`src/rtl/arb_mux_if.sv`:
```
// Handshake bundle between an N-channel producer side and one consumer side,
// arbitrated by arb_mux. "slave" is the arbiter's view, "master" is the view
// of whatever drives the channels and consumes the output.
interface arb_mux_if #(
    parameter int NBITS   = 8,
    parameter int NINPUTS = 4
);
    localparam int SW = $clog2(NINPUTS);

    logic [NINPUTS-1:0]       in_val;
    logic [NINPUTS-1:0]       in_rdy;
    logic [NINPUTS*NBITS-1:0] in_msg;
    logic                     out_val;
    logic                     out_rdy;
    logic [NBITS-1:0]         out_msg;
    logic [SW-1:0]            out_sel;

    modport slave (
        input  in_val, in_msg, out_rdy,
        output in_rdy, out_val, out_msg, out_sel
    );

    modport master (
        output in_val, in_msg, out_rdy,
        input  in_rdy, out_val, out_msg, out_sel
    );
endinterface

```
`src/rtl/arb_mux.sv`:
```
// N-to-1 arbitrating mux with a single registered output stage.
// Round-robin (RR=1) or fixed lowest-index priority (RR=0). The output
// register reloads in the same cycle it drains, so throughput is one
// message per cycle.
module arb_mux #(
    parameter int NBITS   = 8,
    parameter int NINPUTS = 4,
    parameter int RR      = 1
) (
    input logic      clk,
    input logic      reset_n,
    arb_mux_if.slave bus
);
    localparam int SW = $clog2(NINPUTS);

    logic [SW-1:0]      ptr_q;
    logic [SW-1:0]      grant;
    logic               any_val;
    logic               can_load;
    logic               in_xfer;
    logic [NINPUTS-1:0] in_rdy;

    logic               out_val_q, out_val_d;
    logic [NBITS-1:0]   out_msg_q, out_msg_d;
    logic [SW-1:0]      out_sel_q, out_sel_d;

    // Grant: first valid channel scanning upward from ptr with wrap-around.
    // With RR=0 ptr is tied to zero, which degenerates into lowest-index-wins.
    always_comb begin
        // NOTE: every variable written here gets a default before any branch,
        // otherwise the tool infers a latch to hold the old value.
        grant   = '0;
        any_val = 1'b0;
        for (int k = 0; k < NINPUTS; k++) begin
            int idx;
            // ptr < NINPUTS and k < NINPUTS, so one subtraction wraps the sum.
            idx = int'(ptr_q) + k;
            if (idx >= NINPUTS) idx = idx - NINPUTS;
            if (!any_val && bus.in_val[idx]) begin
                any_val = 1'b1;
                grant   = SW'(idx);
            end
        end
    end

    // Ready goes only to the granted channel, and only when the output slot
    // is free or draining this cycle. reset_n gates it so no channel sees a
    // handshake while the block is held in reset.
    always_comb begin
        can_load = ~out_val_q | bus.out_rdy;
        in_xfer  = can_load & any_val & reset_n;
        in_rdy   = '0;
        if (in_xfer) in_rdy[grant] = 1'b1;
    end

    // Output register next state: load on an input transfer, drop valid on a
    // bare output transfer, otherwise hold.
    always_comb begin
        out_val_d = out_val_q;
        out_msg_d = out_msg_q;
        out_sel_d = out_sel_q;
        if (in_xfer) begin
            out_val_d = 1'b1;
            out_msg_d = bus.in_msg[int'(grant)*NBITS +: NBITS];
            out_sel_d = grant;
        end else if (out_val_q && bus.out_rdy) begin
            out_val_d = 1'b0;
        end
    end

    // Output register state.
    always_ff @(posedge clk or negedge reset_n) begin
        if (!reset_n) begin
            // NOTE: sequential state uses non-blocking assignments so every
            // flop samples its inputs from before the edge.
            out_val_q <= 1'b0;
            out_msg_q <= '0;
            out_sel_q <= '0;
        end else begin
            out_val_q <= out_val_d;
            out_msg_q <= out_msg_d;
            out_sel_q <= out_sel_d;
        end
    end

    if (RR != 0) begin : g_rr
        logic [SW-1:0] ptr_d;

        // Pointer advances past the winner on each input transfer; the
        // explicit wrap keeps it below NINPUTS for non-power-of-two counts.
        always_comb begin
            ptr_d = ptr_q;
            if (in_xfer) begin
                ptr_d = (int'(grant) == NINPUTS - 1) ? '0 : grant + SW'(1);
            end
        end

        // Round-robin pointer state.
        always_ff @(posedge clk or negedge reset_n) begin
            if (!reset_n) ptr_q <= '0;
            else          ptr_q <= ptr_d;
        end
    end else begin : g_fp
        assign ptr_q = '0;
    end

    assign bus.in_rdy  = in_rdy;
    assign bus.out_val = out_val_q;
    assign bus.out_msg = out_msg_q;
    assign bus.out_sel = out_sel_q;
endmodule

```
`src/flat_wrapper.sv`:
```
// flat-port wrapper written by rule: the top's interface ports become plain ports
module arb_mux_flat 
#(
    parameter int NBITS   = 8,
    parameter int NINPUTS = 4,
    parameter int RR      = 1
)
  (clk, reset_n, bus_in_val, bus_in_msg, bus_out_rdy, bus_in_rdy, bus_out_val, bus_out_msg, bus_out_sel);
  arb_mux_if #(.NBITS(NBITS), .NINPUTS(NINPUTS)) bus_i ();
  input logic clk;
  input logic reset_n;
  input wire logic [$bits(bus_i.in_val)-1:0] bus_in_val;
  input wire logic [$bits(bus_i.in_msg)-1:0] bus_in_msg;
  input wire logic [$bits(bus_i.out_rdy)-1:0] bus_out_rdy;
  output wire logic [$bits(bus_i.in_rdy)-1:0] bus_in_rdy;
  output wire logic [$bits(bus_i.out_val)-1:0] bus_out_val;
  output wire logic [$bits(bus_i.out_msg)-1:0] bus_out_msg;
  output wire logic [$bits(bus_i.out_sel)-1:0] bus_out_sel;
  assign bus_i.in_val = bus_in_val;
  assign bus_i.in_msg = bus_in_msg;
  assign bus_i.out_rdy = bus_out_rdy;
  assign bus_in_rdy = bus_i.in_rdy;
  assign bus_out_val = bus_i.out_val;
  assign bus_out_msg = bus_i.out_msg;
  assign bus_out_sel = bus_i.out_sel;
  arb_mux #(.NBITS(NBITS), .NINPUTS(NINPUTS), .RR(RR)) u_core (.clk(clk), .reset_n(reset_n), .bus(bus_i));
endmodule
```
`config.mk`:
```
export PLATFORM = sky130hd
export DESIGN_NAME = arb_mux_flat
export DESIGN_NICKNAME = d
export VERILOG_FILES = /design/src/rtl/arb_mux_if.sv /design/src/rtl/arb_mux.sv /design/src/flat_wrapper.sv
export SDC_FILE = /design/constraint.sdc
export NUM_CORES = 1
export LEC_CHECK = 0
export CAP_MARGIN = 5
export CORE_MARGIN = 3
export CORE_UTILIZATION = 29
export CTS_CLUSTER_SIZE = 16
export DETAILED_ROUTE_END_ITERATION = 6
export MAX_ROUTING_LAYER = met4
export PLACE_DENSITY_LB_ADDON = 0.15
export SYNTH_ARGS = -nofsm -noshare
export SYNTH_HDL_FRONTEND = slang
export SYNTH_SLANG_ARGS = --single-unit
```
`constraint.sdc`:
```
create_clock -name clk -period 1.6 [get_ports clk]
set_input_delay 0.24 -clock clk [delete_from_list [all_inputs] [get_ports clk]]
set_output_delay 0.24 -clock clk [all_outputs]
set_load 0.01 [all_outputs]
```
==> results_dict.tcl <==
set metrics [dict create \
    arrival_ns 1.57 \
    cts_hold_buf 0 \
    final-setup-viol-count 12 \
    wl_per_cell_microns 14.93 \
    crit_chain "buf_6 > nand2_4 > a221o_1 > a21oi_2 > buf_2" \
    syn_area_sq_um 883.3 \
    die_h_microns 61.19 \
    p_sw_share_pct 35.42 \
    synth_area_leader_cell "dfrtp_1" \
    power.switching_mw 0.6155 \
    root_buffer "clkbuf_4" \
    setup_ws_ns -0.2111 \
    p_comb_share_pct 58.8 \
    clk-insertion-delay-late_ns 0.27 \
    cp.required_ns 1.36 \
    dpl.hpwl_microns 2232 \
    outcome "complete, but fails checks" \
    worstSetupPathType "reg2out" \
    syn_inst 90 \
    p_leak_nw 0.7639 \
    fin_crit_ns 1.811 \
    die_area_sq_um 3744 \
    yosysMostFrequentCell "mux2i_1" \
    track_usage_pct 15.93 \
    maxSlewHeadroom_pct 79.32 \
    cp-end-kind "output port" \
    ys_types 25 \
    clk_pin_slew_ns 0.08 \
    hold_viol 0 \
    slew_viol_final 0 \
    cts_tree "done" \
    crit_fanout 5 \
    clock-sinks 13 \
    ys_warn_count 0 \
    final_core_util_pct 58.69 \
    routed_via_density 5.123 \
    fin_nets 204 \
    cts_buffers 3 \
    r2r-start "u_core.ptr_q[1]" \
    avgSynthCellArea_sq_um 9.815 \
    final_antenna_net_count 0 \
    cts_buffer_depth 2 \
    synth_seq_cells 13 \
    vias 999 \
    synthTopCellsByArea "dfrtp_1, mux2i_1, o221ai_1" \
    synth_top_area_share_pct 36.83 \
    areaGrowthSynthToFinish_pct 87.96 \
    placementRows 19 \
    grt_pass1_wl_microns 4291 \
    grt_pass1_vias 982 \
    async_flop_share_pct 100.0 \
    antenna_found_initial 0 \
    dp.cells 186 \
    n_antenna_cell 0 \
    grt_max_degree 17 \
    seq_area_frac_synth_pct 36.83 \
    finalCritPeriodShare_pct 113.2 \
    power_frac_seq_pct 29.7 \
    power.density_nw_per_um2 1047 \
    drt-initial-drc-count 27 \
    totalWireLength_microns 2912 \
    drc 0 \
    grt-ovfl-total 0 \
    routabilityCongestion 0.8568 \
    p_int_mw 1.122 \
    ios 54 \
    irDropWorstVdd_uv 537.8 \
    cp_num_buf_inv 2 \
    htree_levels 1 \
    violations "negative setup slack" \
    fill_cells 255 \
    finalNonFillerCells 195 \
    synthTopCellsByCount "mux2i_1, nand2_1, dfrtp_1" \
    portBuffers 53 \
    syn_nets 129 \
    initial_core_util_pct 31.23 \
    first_pass_iters 5 \
    worst_slew_pin_slew_ns 0.3092 \
    crit_start "u_core.ptr_q[1]" \
    path_delay_family "compound AO/OA/AOI/OAI gates" \
    synth_ff_type "dfrtp_1" \
    hp-class "in2async" \
    skew_ns 0.0004791 \
    coreArea_sq_um 2829 \
    dieWidth_microns 61.19 \
    drive_gt1_share_pct 28.05 \
    grt_setup_unrepaired "true" \
    start_kind "register" \
    cp_slowest_cell "dfrtp_2" \
    drv_cap 0 \
    max_stage_delay_ns 0.43 \
    fin_tns_setup_ns -1.701 \
    synth_edf_count 0 \
    max_freq_mhz 552.2 \
    p_clk_share_pct 11.5 \
]
[power groups by stage]
stage               Clock [mW]  Combinational [mW]  Sequential (mW)
global placement             0               0.885            0.512
floorplan                    0               0.441            0.538
finish                   0.201                1.02            0.516
CTS                      0.211               0.961            0.514
global route             0.228                1.10            0.530
detailed placement           0               0.899            0.513
[sequential cells by signal, summed over array words and instances, names as in the netlist]
register            flops
u_core.bus.out_msg      8
u_core.bus.out_sel      2
u_core.ptr_q            2
u_core.bus.out_val      1
[cells in the final DEF (no fill, tap or decap), drive strengths merged]
cell / Yosys / layout
a221o: 2 / 2
a21boi: 1 / 1
nand2: 14 / 14
a221oi: 1 / 1
a21bo: 1 / 1
nor2: 4 / 4
dlygate4sd2: 0 / 5
o41ai: 1 / 1
o211ai: 2 / 2
a21o: 3 / 3
o21ai: 1 / 1
a31oi: 1 / 1
buf: 3 / 25
nor3b: 1 / 1
nor3: 1 / 1
nand3: 2 / 2
a21oi: 4 / 4
clkbuf: 1 / 4
o221ai: 8 / 8
inv: 3 / 3
mux2i: 17 / 17
dfrtp: 13 / 13
nand2b: 4 / 4
clkdlybuf4s50: 0 / 44
nor2b: 2 / 2
[cell type report]
cell class	instances	area, sq um	area share [%]
Tap cell	31	38.79	2.336
Sequential cell	13	327.8	19.74
Clock buffer	4	26.28	1.583
Inverter	3	11.26	0.6782
Timing Repair Buffer	74	678.2	40.84
Multi-Input combinational cell	70	578.1	34.82
[what timing repair did]
item | in CTS | in global routing
pin swaps | 7 | 6
endpoints found under the setup margin | 12 | 12
resized for setup | 35 | 6
hold endpoints to repair | 0 | 0
buffers inserted | 3 | 2
[worst register-to-register path, stage by stage (launching register included)]
cell	delay (ns)
dfrtp_2	0.46
buf_4	0.16
a21bo_2	0.18
a221o_1	0.33
buf_12	0.17
mux2i_1	0.19
o221ai_1	0.13
[per-layer routing]
metal	share of wire (%)	wire [microns]	vias to the layer above	track usage, %
li1	-	-	490	-
met1	39	1141	460	19.51
met2	52	1500	43	25.53
met3	7.5	219	6	3.564
met4	1.8	51	0	5.882
met5	0	0	-	-
[worst paths after layout]
check,end,slack (ns),cells after the start
max,bus_in_rdy[1],-0.21,5
min,u_core.bus.out_sel[1],0.16,2
max reg2reg,u_core.bus.out_msg[3],-0.13,6
min reg2reg,u_core.bus.out_msg[4],0.49,2
max in group asynchronous,u_core.ptr_q[1],1.26,2
min in group clk,u_core.bus.out_msg[4],0.49,2
[cell families after synthesis]
group / Yosys count / synth area share [%]
and+or+nand+nor: 28 / 14.45
AOI/OAI and AO/OA: 25 / 22.95
muxes: 17 / 19.26
DFF: 13 / 36.83
buffers and inverters: 7 / 6.515
[through the flow]
stage / worst slack [ns] / hold slack (ns) / power, mW / cell area (sq um)
after CTS: -0.1439 / 0.1604 / 1.686 / 1619
after global routing: -0.2842 / 0.1669 / 1.854 / 1660
after detailed placement: -0.7604 / 0.4622 / 1.413 / 1539
after global placement: -0.6832 / 0.4666 / 1.397 / 1539
final: -0.2111 / 0.1636 / 1.738 / 1660
after floorplan: -0.01760 / -0.05559 / 0.9784 / 883.3
Power figures use the tool's default switching activity.
